<file path="src/rtl/jt900h_pkg.sv">
// Shared definitions for the JT900H bus controller: FSM states and chip-select codes.
package jt900h_pkg;

   typedef enum logic [1:0] {
      ST_IDLE   = 2'd0,
      ST_ACCESS = 2'd1,
      ST_DONE   = 2'd2
   } state_t;

   localparam logic [1:0] CS_RAM = 2'b01;
   localparam logic [1:0] CS_ROM = 2'b10;

   // Anything above the first 2 MB is ROM.
   function automatic logic is_rom(input logic [23:0] addr);
      return addr[23:21] != 3'd0;
   endfunction

endpackage

</file>
<file path="src/rtl/jt900h_waitcnt.sv">
// Wait-state down-counter: loads a count, decrements while enabled, flags zero.
module jt900h_waitcnt #(
   parameter int W = 4
) (
   input  logic         clk,
   input  logic         rst,
   input  logic         load,
   input  logic [W-1:0] load_val,
   input  logic         en,
   output logic         zero
);

   logic [W-1:0] cnt;

   always_ff @(posedge clk) begin
      if (rst)
         cnt <= '0;
      else if (load)
         cnt <= load_val;
      else if (en && cnt != '0)
         cnt <= cnt - 1'b1;
   end

   assign zero = (cnt == '0);

endmodule

</file>
<file path="src/rtl/jt900h_busctl.sv">
// JT900H external bus controller: IDLE/ACCESS/DONE sequencer with per-region wait states.
// Optional bus_wait timeout is enabled by defining JT900H_BUS_TIMEOUT_EN.
module jt900h_busctl
   import jt900h_pkg::*;
#(
   parameter int RAM_WAIT = 0,
   parameter int ROM_WAIT = 2
) (
   input  logic        clk,
   input  logic        rst,
   input  logic        cen,
   input  logic        cpu_req,
   input  logic [23:0] cpu_addr,
   input  logic [15:0] cpu_din,
   input  logic [1:0]  cpu_we,
   output logic [15:0] cpu_dout,
   output logic        cpu_ack,
   output logic [22:0] bus_addr,
   output logic [15:0] bus_dout,
   input  logic [15:0] bus_din,
   output logic        bus_rd,
   output logic [1:0]  bus_wr,
   output logic [1:0]  bus_cs,
   input  logic        bus_wait,
   output logic        bus_err
);

   state_t      st, nxt;
   logic [22:0] lat_addr;
   logic [15:0] lat_din;
   logic [1:0]  lat_we;
   logic        lat_rom;
   logic        accept, last, wait_zero, tmo_hit, in_access;
   logic [3:0]  wait_val;
   logic        unused_addr0;

   // Byte address bit 0 is not visible on a word-wide bus.
   assign unused_addr0 = cpu_addr[0];

   assign accept    = cen && (st == ST_IDLE) && cpu_req;
   assign in_access = (st == ST_ACCESS);
   assign wait_val  = is_rom(cpu_addr) ? 4'(ROM_WAIT) : 4'(RAM_WAIT);
   assign last      = in_access && wait_zero && (!bus_wait || tmo_hit);

   jt900h_waitcnt #(.W(4)) u_waitcnt (
      .clk      (clk),
      .rst      (rst),
      .load     (accept),
      .load_val (wait_val),
      .en       (cen && in_access),
      .zero     (wait_zero)
   );

   always_ff @(posedge clk) begin
      if (rst)
         st <= ST_IDLE;
      else if (cen)
         st <= nxt;
   end

   always_comb begin
      nxt = st;
      case (st)
         ST_IDLE:   if (cpu_req) nxt = ST_ACCESS;
         ST_ACCESS: if (last)    nxt = ST_DONE;
         ST_DONE:                nxt = ST_IDLE;
         default:                nxt = ST_IDLE;
      endcase
   end

   always_ff @(posedge clk) begin
      if (rst) begin
         lat_addr <= '0;
         lat_din  <= '0;
         lat_we   <= '0;
         lat_rom  <= 1'b0;
      end else if (accept) begin
         lat_addr <= cpu_addr[23:1];
         lat_din  <= cpu_din;
         lat_we   <= cpu_we;
         lat_rom  <= is_rom(cpu_addr);
      end
   end

   always_ff @(posedge clk) begin
      if (rst)
         cpu_dout <= '0;
      else if (cen && last && lat_we == 2'b00)
         cpu_dout <= tmo_hit ? 16'hFFFF : bus_din;
   end

`ifdef JT900H_BUS_TIMEOUT_EN
   logic [7:0] tmo_cnt;
   logic       err_q;

   // Only cycles stretched by bus_wait count towards the timeout.
   assign tmo_hit = in_access && wait_zero && bus_wait && (tmo_cnt == 8'hFF);

   always_ff @(posedge clk) begin
      if (rst) begin
         tmo_cnt <= '0;
         err_q   <= 1'b0;
      end else if (cen) begin
         if (accept)
            tmo_cnt <= '0;
         else if (in_access && wait_zero && bus_wait && tmo_cnt != 8'hFF)
            tmo_cnt <= tmo_cnt + 8'd1;
         if (tmo_hit)
            err_q <= 1'b1;
      end
   end

   assign bus_err = err_q;
`else
   assign tmo_hit = 1'b0;
   assign bus_err = 1'b0;
`endif

   assign cpu_ack  = (st == ST_DONE);
   assign bus_cs   = in_access ? (lat_rom ? CS_ROM : CS_RAM) : 2'b00;
   assign bus_rd   = in_access && (lat_we == 2'b00);
   assign bus_wr   = in_access ? lat_we : 2'b00;
   assign bus_addr = lat_addr;
   assign bus_dout = lat_din;

endmodule

</file>
<file path="config.mk">
export PLATFORM = sky130hd
export DESIGN_NAME = jt900h_busctl
export DESIGN_NICKNAME = d
export VERILOG_FILES = /design/src/rtl/jt900h_pkg.sv /design/src/rtl/jt900h_waitcnt.sv /design/src/rtl/jt900h_busctl.sv
export SDC_FILE = /design/constraint.sdc
export NUM_CORES = 1
export LEC_CHECK = 0
export CORE_MARGIN = 2
export CORE_UTILIZATION = 36
export DETAILED_ROUTE_END_ITERATION = 16
export PLACE_DENSITY = 0.8
export SYNTH_ARGS = -nofsm -noshare
export SYNTH_HDL_FRONTEND = slang
export SYNTH_HIERARCHICAL = 1
export SYNTH_SLANG_ARGS = --single-unit
</file>
<file path="constraint.sdc">
create_clock -name clk -period 2.1 [get_ports clk]
set_clock_uncertainty 0.15 [all_clocks]
set_input_delay 0.42 -clock clk [delete_from_list [all_inputs] [get_ports clk]]
set_output_delay 0.42 -clock clk [all_outputs]
set_load 0.01 [all_outputs]
</file>
# Word level (Yosys, flattened, before mapping)
# Index checks and enable logic that the tools add are counted.
[op_classes] addsub=1 n_eq_ne=4 n_mux=9 reduce_logical=17
[op_table] operator="$mux W2" n=6
[op_table] operator="$logic_and A1 B1 Y1" n=9
[op_table] operator="$mux W4" n=2
[op_table] operator="$logic_not A2 Y1" n=2
[op_table] operator="$logic_not A4 Y1" n=1
[op_table] operator="$ne A2 B2 Y1 const B" n=2
[op_table] operator="$pmux W2 S2" n=1
[op_table] operator="$reduce_bool A4 Y1" n=1
[op_table] operator="$sub A4 B1 Y4 const B" n=1
[op_table] operator="$reduce_and A3 Y1" n=1
[op_table] operator="$reduce_bool A3 Y1" n=1
[op_table] operator="$eq A2 B1 Y1 const B" n=1
[op_table] operator="$eq A2 B2 Y1 const B" n=1
[op_table] operator="$reduce_bool A2 Y1" n=1
[op_table] operator="$logic_not A1 Y1" n=1
[word_totals] reg_bits=64 in_bits=63 out_inout_bits=62 wordCells=38

# Depth between registers and ports, before layout
# Gate-level depths: netlist of run 1.
[logic_depth] word_depth=5 ltp_mapped=8

# Cells and area by module
# The synthesis of run 1 kept the hierarchy.
[by_module_without_submodules] module="jt900h_busctl" instances=1 cells_per_inst=273 area_each_um2=2312.2 seq_area_each_um2=1201.2
[by_module_without_submodules] module="jt900h_waitcnt" instances=1 cells_per_inst=29 area_each_um2=262.8 seq_area_each_um2=80.1

# Worst setup path before layout of run 1
# OpenSTA, ideal clock, no wires.
[synth_path] path_kind="reg2reg" startpoint="register u_waitcnt.cnt[1]" endpoint="register cpu_dout[10]" setup_ns=0.072 arrival_time_ns=2.028 t_required_ns=1.878 setup_slack_ns=-0.150 stages_incl_launch_ff=9 path_cell_list="dfxtp_1 > inv_1 > ha_1 > or3b_4 > inv_1 > nand3b_1 > nor4_4 > buf_6 > mux2i_1"
[synth_between] elab_chain_cells=5
[synth_rtl] element="start: declaration" line_no="jt900h_waitcnt.sv:13" text="logic [W-1:0] cnt;"
[synth_rtl] element="start signal: assignment" line_no="jt900h_waitcnt.sv:19" text="cnt <= load_val;"
[synth_rtl] element="start signal: assignment" line_no="jt900h_waitcnt.sv:21" text="cnt <= cnt - 1'b1;"
[synth_rtl] element="$logic_not A4 Y1" line_no="jt900h_waitcnt.sv:24" text="assign zero = (cnt == '0);"
[synth_rtl] element="named net wait_zero" line_no="jt900h_busctl.sv:33" text="logic accept, last, wait_zero, tmo_hit, in_access;"
[synth_rtl] element="$logic_and A1 B1 Y1 (2 in series)" line_no="jt900h_busctl.sv:43" text="assign last = in_access && wait_zero && (!bus_wait || tmo_hit);"
[synth_rtl] element="$logic_and A1 B1 Y1 (2 in series)" line_no="jt900h_busctl.sv:88" text="else if (cen && last && lat_we == 2'b00)"
[synth_rtl] element="end signal: assignment" line_no="jt900h_busctl.sv:89" text="cpu_dout <= tmo_hit ? 16'hFFFF : bus_din;"
[synth_rtl] element="end: declaration" line_no="jt900h_busctl.sv:16" text="output logic [15:0] cpu_dout,"
# The timed path passes the listed nets, and every way through them passes these cells.
# A chain may end at the register's enable or synchronous reset.

# Final worst setup path of run 1
[layout_path] startpoint="register u_waitcnt.cnt[1]" endpoint="register cpu_dout[13]"
# Same word-level chain as after synthesis.

==> summary.txt, run 1 <==
Clock network
  – # clock sinks: 64
  – Max clock buf depth: 2
  – Worst-path clk slew: 0.07 ns
  – Clock insertion delay at the later pin of the skew report: 0.33 ns
  – Clk root buf: clkbuf_8
  – CTS Buf Count: 9
  – CTS tree: done
  – Htree depth: 3
  – # hold bufs at CTS: 0

Logic synthesis
  – Post-synth top area share: 49.8%
  – Yosys top cell by area: dfxtp_1
  – Seq/Total Area, Yosys: 49.8%
  – Cells after Synth: 302
  – Avg Inst Size Synth: 8.53 um^2
  – Xor/xnor cell area share of the yosys netlist: 0%
  – Post-synthesis mux area share: 6.61%
  – Post-Synth Adder-Cell Area: 0.486%
  – Post-Synthesis Cell Area: 0.00257 mm^2
  – Netlist cell types: 32
  – #FFs+latches synth: 64
  – Simple-gate share of the synthesized area: 27.2%
  – Main combinational cell family by area after synthesis: simple AND/OR/NAND/NOR gates
  – Largest cells by area after synthesis: dfxtp_1, nand2_1, a21oi_1, nand2b_1, mux2i_1
  – Warnings from Yosys: 6
  – Post-synthesis compound-gate area fraction: 11.4%

Power
  – Worst VDD drop: 0.443 mV
  – Pwr dens: 684 mW/mm^2
  – LEAKAGE: 1.52 nW

Worst hold path
  – HP Class: reg2reg
  – Hold Path Stages: 2
  – Hold path start: bus_addr[14]
  – Hold Path End: bus_addr[14]

Timing
  – Post-route minimum period: 2.14 ns
  – Crit share post-route: 102%
  – Setup_tns: -0.403 ns
  – Fmax: 467 MHz
  – Slew Viols, Final: 0
  – RSZ-0062 raised after global routing: yes
  – Final hold viol count: 0
  – Final setup violation count: 16
  – Worst hold slack: 0.307 ns
  – PnR worst setup slack: -0.0423 ns

Setup path
  – R2R setup slack: -0.04 ns
  – Reg-to-reg endpoint: cpu_dout[13]
  – Reg2Reg Depth: 9
  – Critical Path End Type: flop
  – CP Max Fanout: 8
  – WS Path Type: reg2reg
  – Reg2Reg Launch Point: u_waitcnt/cnt[1]
  – CP Data Arrival Time: 2.25 ns
  – Critical Path RT: 2.21 ns
  – CP startpoint kind: flop

Placed design
  – HPWL after DPL: 4950 um
  – Buffers on Ports: 122
  – RePlAce Congestion: 0.740

Run status
  – Failing checks: setup timing
  – Status: finished, violations left

Final layout
  – Diode count: 0
  – Post-synthesis to final-layout area growth: 63.2%
  – Final core occ: 61.2%
  – Final net count: 499
  – Layout cells sized above 1: 10.5%
  – Filler cell count: 606
  – Register area: 0.00129 mm^2
  – Footprint of the multi-input gates: 0.00122 mm^2

Floorplan
  – IO Count: 125
  – Die area: 0.00785 mm^2
  – Placement Rows: 30
  – Die X: 88.6 um
  – Effective utilization at floorplan: 37.5%
  – Die H: 88.6 um
  – Core ar.: 0.00687 mm^2

Detailed routing
  – Vias post-DR: 2,490
  – Routed WL: 7040 um
  – Per-cell routed wire length: 13.2 um
  – Drt via density: 4.65
  – Max Used Layer: met4
  – Drt initial violations: 68
  – Met3 wire len: 497 um
  – Final antenna-violating net count: 0
  – Drt drc: 0
  – Met2 WL: 3590 um
  – M1 WL: 2840 um
  – Detailed Routing Iterations Pass 1: 4

Job
  – Max_cap viols: 0

Global routing
  – First-pass GRT wire length: 10,800 um
  – Gr usage total: 17.7%
  – Initial antenna violation count: 0
  – Vias in the first global route: 2,420
  – Pin count of the biggest net entering global routing: 43
  – Gr ovfl total: 0
-- metal layers --
metal / track usage (%) / up-vias
li1: - / 1247
met1: 19.5 / 1159
met2: 30.8 / 76
met3: 7.18 / 8
met4: 6.34 / 0
met5: 0 / -
-- cell usage after synthesis --
master and number:
nor4_4 1, or3b_4 1, buf_2 4, a2111oi_4 1, a311oi_1 2, nand2b_4 1
nand3_1 1, nor3_1 3, ha_1 1, a21oi_1 41, inv_2 1, a21o_1 1
conb_1 1, buf_4 1, dfxtp_1 64, inv_1 6, clkbuf_1 13, buf_6 1
nand2b_1 32, nand3b_1 1, mux2i_1 17, a211oi_1 1, nor2_1 11, nand2_1 85
a311o_1 1, nand4bb_1 1, a221oi_1 2, nand4b_1 1, nor2b_1 1, and2_1 3
nor4b_2 1, or3_1 1
-- worst max-delay path by stage --
stage                              end  slack (ns)        startpoint
after detailed placement  cpu_dout[15]        0.03  u_waitcnt/cnt[0]
after global placement    cpu_dout[10]        0.10  u_waitcnt/cnt[1]
after floorplan           cpu_dout[10]       -0.06  u_waitcnt/cnt[1]
after CTS                 cpu_dout[15]        0.03  u_waitcnt/cnt[0]
final                     cpu_dout[13]       -0.04  u_waitcnt/cnt[1]
after global routing       cpu_dout[1]       -0.11  u_waitcnt/cnt[1]
-- power by group --
group	internal, mW	total [mW]	switching [mW]
clock	0.574	1.03	0.456
sequential	1.28	1.32	0.0401
combinational	0.302	0.526	0.223
-- critical path, cell delays in order, from the launching register on --
cell and delay [ns]:
dfxtp_4 0.36, inv_4 0.06, ha_4 0.13, or3b_4 0.38, inv_2 0.06, nand3b_1 0.17
nor4_4 0.25, buf_4 0.18, clkbuf_16 0.16, mux2i_1 0.18
-- stage by stage --
stage	power (mW)	worst slack, ns	cells	cell area (um^2)
2_1_floorplan	1.57	-0.0609	305	2600
3_3_place_gp	1.84	0.101	514	3940
3_5_place_dp	1.85	0.0310	514	3940
4_1_cts	2.87	0.0257	529	4130
5_1_grt	3.01	-0.112	535	4200
6_report	2.87	-0.0423	535	4200
-- cell families (layout without fill, tap and decap cells) --
kind of cell               count (synthesis)  count (layout)
and+or+nand+nor                          144             144
DFF                                       64              64
AOI/OAI and AO/OA                         49              49
buffers and inverters                     26             160
muxes                                     17              17
adders and majority gates                  1               1
other                                      1               4
-- layout by cell type (no fill, tap or decap), types with 2 or more instances in the layout --
cell / netlist / layout
conb_1: 1 / 4
dfxtp_1: 64 / 60
nand2b_1: 32 / 32
nand2_1: 85 / 85
and2_1: 3 / 3
clkbuf_8: 0 / 10
mux2i_1: 17 / 17
nor3_1: 3 / 3
nor2_1: 11 / 11
buf_4: 1 / 14
a221oi_1: 2 / 2
inv_1: 6 / 3
clkdlybuf4s50_1: 0 / 116
a21oi_1: 41 / 41
a311oi_1: 2 / 2
dfxtp_2: 0 / 3
clkbuf_1: 13 / 2
dlygate4sd2_1: 0 / 5
inv_2: 1 / 3
-- registers in the layout, indices dropped and copies added (netlist names) --
register,flops
bus_addr,23
bus_dout,16
cpu_dout,16
lat_rom,1
lat_we,2
st,2
u_waitcnt/cnt,4
-- area by class of cell --
| cell class | count | area share, % |
|---|---|---|
| multi-input combinational | 215 | 28.9 |
| timing repair buffer | 138 | 32.4 |
| clock inverter | 3 | 1.01 |
| tap | 96 | 2.86 |
| clock buffer | 12 | 3.45 |
| inverter | 7 | 0.685 |
| sequential | 64 | 30.7 |
-- repair_timing --
action | in CTS | in global routing
buffers inserted | 0 | 5
setup endpoints to repair | 5 | 17
cloned | 0 | 1
hold endpoints to repair | 0 | 0
gates resized for setup | 8 | 4
pin swaps | 0 | 1
No activity file was read; power rests on OpenSTA's default activity.
==> run 2, diff against run 1 <==
--- a/config.mk
+++ b/config.mk
@@ -5,9 +5,11 @@
 export SDC_FILE = /design/constraint.sdc
 export NUM_CORES = 1
 export LEC_CHECK = 0
+export CAP_MARGIN = 20
 export CORE_MARGIN = 2
 export CORE_UTILIZATION = 36
 export DETAILED_ROUTE_END_ITERATION = 16
+export HOLD_SLACK_MARGIN = 0.03
 export PLACE_DENSITY = 0.8
 export SYNTH_ARGS = -nofsm -noshare
 export SYNTH_HDL_FRONTEND = slang
==> results of run 2 <==
Same layout as run 1: the final DEF is identical, and so are final timing and power.
==> run 3, diff against run 2 <==
--- a/config.mk
+++ b/config.mk
@@ -7,10 +7,11 @@
 export LEC_CHECK = 0
 export CAP_MARGIN = 20
 export CORE_MARGIN = 2
-export CORE_UTILIZATION = 36
+export CORE_UTILIZATION = 40
 export DETAILED_ROUTE_END_ITERATION = 16
 export HOLD_SLACK_MARGIN = 0.03
-export PLACE_DENSITY = 0.8
+export PLACE_DENSITY = 0.84
+export REMOVE_ABC_BUFFERS = 1
 export SYNTH_ARGS = -nofsm -noshare
 export SYNTH_HDL_FRONTEND = slang
 export SYNTH_HIERARCHICAL = 1
==> constraint.sdc (replaced) <==
create_clock -name clk -period 2.4 [get_ports clk]
set_clock_uncertainty 0.15 [all_clocks]
set_input_delay 0.48 -clock clk [delete_from_list [all_inputs] [get_ports clk]]
set_output_delay 0.48 -clock clk [all_outputs]
set_load 0.01 [all_outputs]
==> run 3 against run 2 <==
Net effect:
- the run now ends clean
- via count decreased by 2.4%
- flip-flop and latch count stayed put
- routed wire length down 5.1%
- power is 12% lower
- cell count shrank 5.0%
- clock power is 10% lower
==> summary.txt, run 3 (synthesis gave the netlist of run 1 again) <==
Timing
  – Crit share post-route: 96.1%
  – RSZ-0062 raised after global routing: no
  – Final hold viol count: 0 (unchanged)
  – Slew Viols, Final: 0 (unchanged)
  – Fmax: 434 MHz
  – Post-route minimum period: 2.31 ns
  – PnR worst setup slack: 0.0943 ns (+0.137 ns)
  – Final setup violation count: 0 (-16)

Detailed routing
  – Routed WL: 6680 um (-5.1%)
  – Final antenna-violating net count: 0 (unchanged)
  – Vias post-DR: 2,429 (-2.4%)
  – Detailed Routing Iterations Pass 1: 5 (+1)
  – Drt via density: 4.78 (+2.7%)
  – Per-cell routed wire length: 13.2 um (about the same)
  – Drt initial violations: 156 (+130%)
  – Drt drc: 0 (unchanged)

Power
  – Tot Pwr: 2.52 mW (-12%)
  – LEAKAGE: 1.46 nW (-3.7%)
  – Pint: 1.90 mW (-12%)
  – Worst VDD drop: 0.419 mV (-5.3%)
  – Comb pwr share: 17.5% (-0.8 points)
  – Pwr dens: 613 mW/mm^2 (-10%)
  – Clock network fraction of design power: 36.8% (+0.9 points)
  – Net Sw Frac: 24.5% (-0.54 points)
  – Sequential Power Share: 45.7% (about the same)
  – Switch Pwr: 0.617 mW (-14%)

Clock network
  – Worst-path clk slew: 0.07 ns (about the same)
  – Clock insertion delay at the later pin of the skew report: 0.32 ns (about the same)
  – Clk root buf: clkbuf_8
  – Htree depth: 3 (unchanged)
  – # hold bufs at CTS: 0 (unchanged)
  – CTS tree: done
  – # clock sinks: 64 (unchanged)
  – CTS Buf Count: 9 (unchanged)
  – Max clock buf depth: 2 (unchanged)

Final layout
  – Layout Cells excl Fill: 508 (-5.0%)
  – Design area: 0.00411 mm^2 (-2.2%)
  – Final core occ: 65.4% (+4.3 points)
  – Diode count: 0 (unchanged)
  – Commonest non-fill, non-tap cell in the layout: clkdlybuf4s50_1
  – Final net count: 490 (-1.8%)
  – Filler cell count: 531 (-12%)
  – Max reg flops: 23 (unchanged)
  – Post-synthesis to final-layout area growth: 59.5%
  – Commonest non-fill, non-tap cells in the layout: clkdlybuf4s50_1, nand2_1, dfxtp_1
  – Layout cells sized above 1: 6.96% (-3.5 points)

Floorplan
  – Die area: 0.00710 mm^2 (-9.6%)
  – Die X: 84.2 um (-4.9%)
  – Die H: 84.2 um (-4.9%)
  – Effective utilization at floorplan: 41.0% (+3.5 points)
  – Core ar.: 0.00628 mm^2 (-8.6%)
  – Placement Rows: 29 (-3.3%)
  – IO Count: 125 (unchanged)

Run status
  – Status: finished clean

Global routing
  – First-pass GRT wire length: 10,800 um (-0.13%)
  – Gr usage total: 18.6% (+0.86 points)
  – Gr ovfl total: 0 (unchanged)
  – Pin count of the biggest net entering global routing: 43 (unchanged)
  – Vias in the first global route: 2,420 (unchanged)
  – Initial antenna violation count: 0 (unchanged)

Placed design
  – Buffers on Ports: 122 (unchanged)
  – RePlAce Congestion: 0.771 (+4.1%)
  – Placed cell areas: 0.00391 mm^2 (-0.89%)
  – Placed Cells: 492 (-4.3%)
  – HPWL after DPL: 4750 um (-3.9%)
  – Pre-CTS setup slack: 0.182 ns (+0.151 ns)

Worst hold path
  – HP Class: reg2reg

Setup path
  – CP startpoint kind: flop
  – CP Max Fanout: 5 (-3)
  – Critical Path End Type: output port
  – Critical Path RT: 1.77 ns (-0.44 ns)
  – CP Data Arrival Time: 1.68 ns (-0.57 ns)
  – WS Path Type: reg2out

Job
  – Max_cap viols: 0 (unchanged)
## run 3: changes by cell type in the layout (fill, tap and decap cells not counted), moves of 2 or more
cell             delta
inv_2               -2
dfxtp_1             +4
dlygate4sd2_1       -5
buf_12              +2
buf_4              -10
dfxtp_2             -3
clkdlybuf4s50_1     +5
inv_1               +3
## run 3: critical path, stage by stage (launching register included)
cell and delay (ns):
dfxtp_1 0.44, nor2b_2 0.24, and2_1 0.14, clkdlybuf4s50_1 0.53
## run 3: path summary, 6_finish.rpt
| path | from | end | slack, ns | depth (start not counted) |
|---|---|---|---|---|
| worst max register to register | u_waitcnt/cnt[1] | cpu_dout[10] | 0.16 | 8 |
| worst min register to register | bus_dout[10] | bus_dout[10] | 0.30 | 2 |
| worst min-delay path | bus_dout[10] | bus_dout[10] | 0.30 | 2 |
| worst max-delay path | st[0] | bus_wr[1] | 0.09 | 3 |
## run 3: routing by layer
metal | global-route usage [%] | vias up | share of wire, %
li1 | - | 1231 | -
met4 | 7.18 | 0 | 2.0
met3 | 6.98 | 12 | 7.2
met1 | 21.4 | 1094 | 43
met5 | 0 | - | 0
met2 | 31.2 | 92 | 48
## run 3: timing repair
action,4_1_cts,5_1_grt
resized for setup,0,1
setup endpoints to repair,0,3
setup buffers,0,0
## run 3: cell type report
cell class / instances / area (um^2) / area share [%]
sequential: 64 / 1280 / 31.2
clock inverter: 3 / 40.0 / 0.975
timing repair buffer: 129 / 1310 / 31.8
inverter: 7 / 26.3 / 0.640
multi-input combinational: 215 / 1200 / 29.2
clock buffer: 13 / 159 / 3.87
tap: 77 / 96.3 / 2.35
## run 3: power by group through the flow
stage / sequential (mW) / combinational (mW) / clock (mW)
global placement: 1.17 / 0.429 / 0
floorplan: 1.19 / 0.158 / 0
finish: 1.15 / 0.439 / 0.927
detailed placement: 1.17 / 0.439 / 0
global route: 1.15 / 0.476 / 1.00
CTS: 1.15 / 0.442 / 0.944
## run 3: per-stage QoR
| step | TNS, ns | hold slack, ns |
|---|---|---|
| floorplan | -17.76 | 0.324 |
| global placement | 0 | 0.291 |
| detailed placement | 0 | 0.295 |
| CTS | 0 | 0.305 |
| global route | 0 | 0.323 |
| finish | 0 | 0.302 |
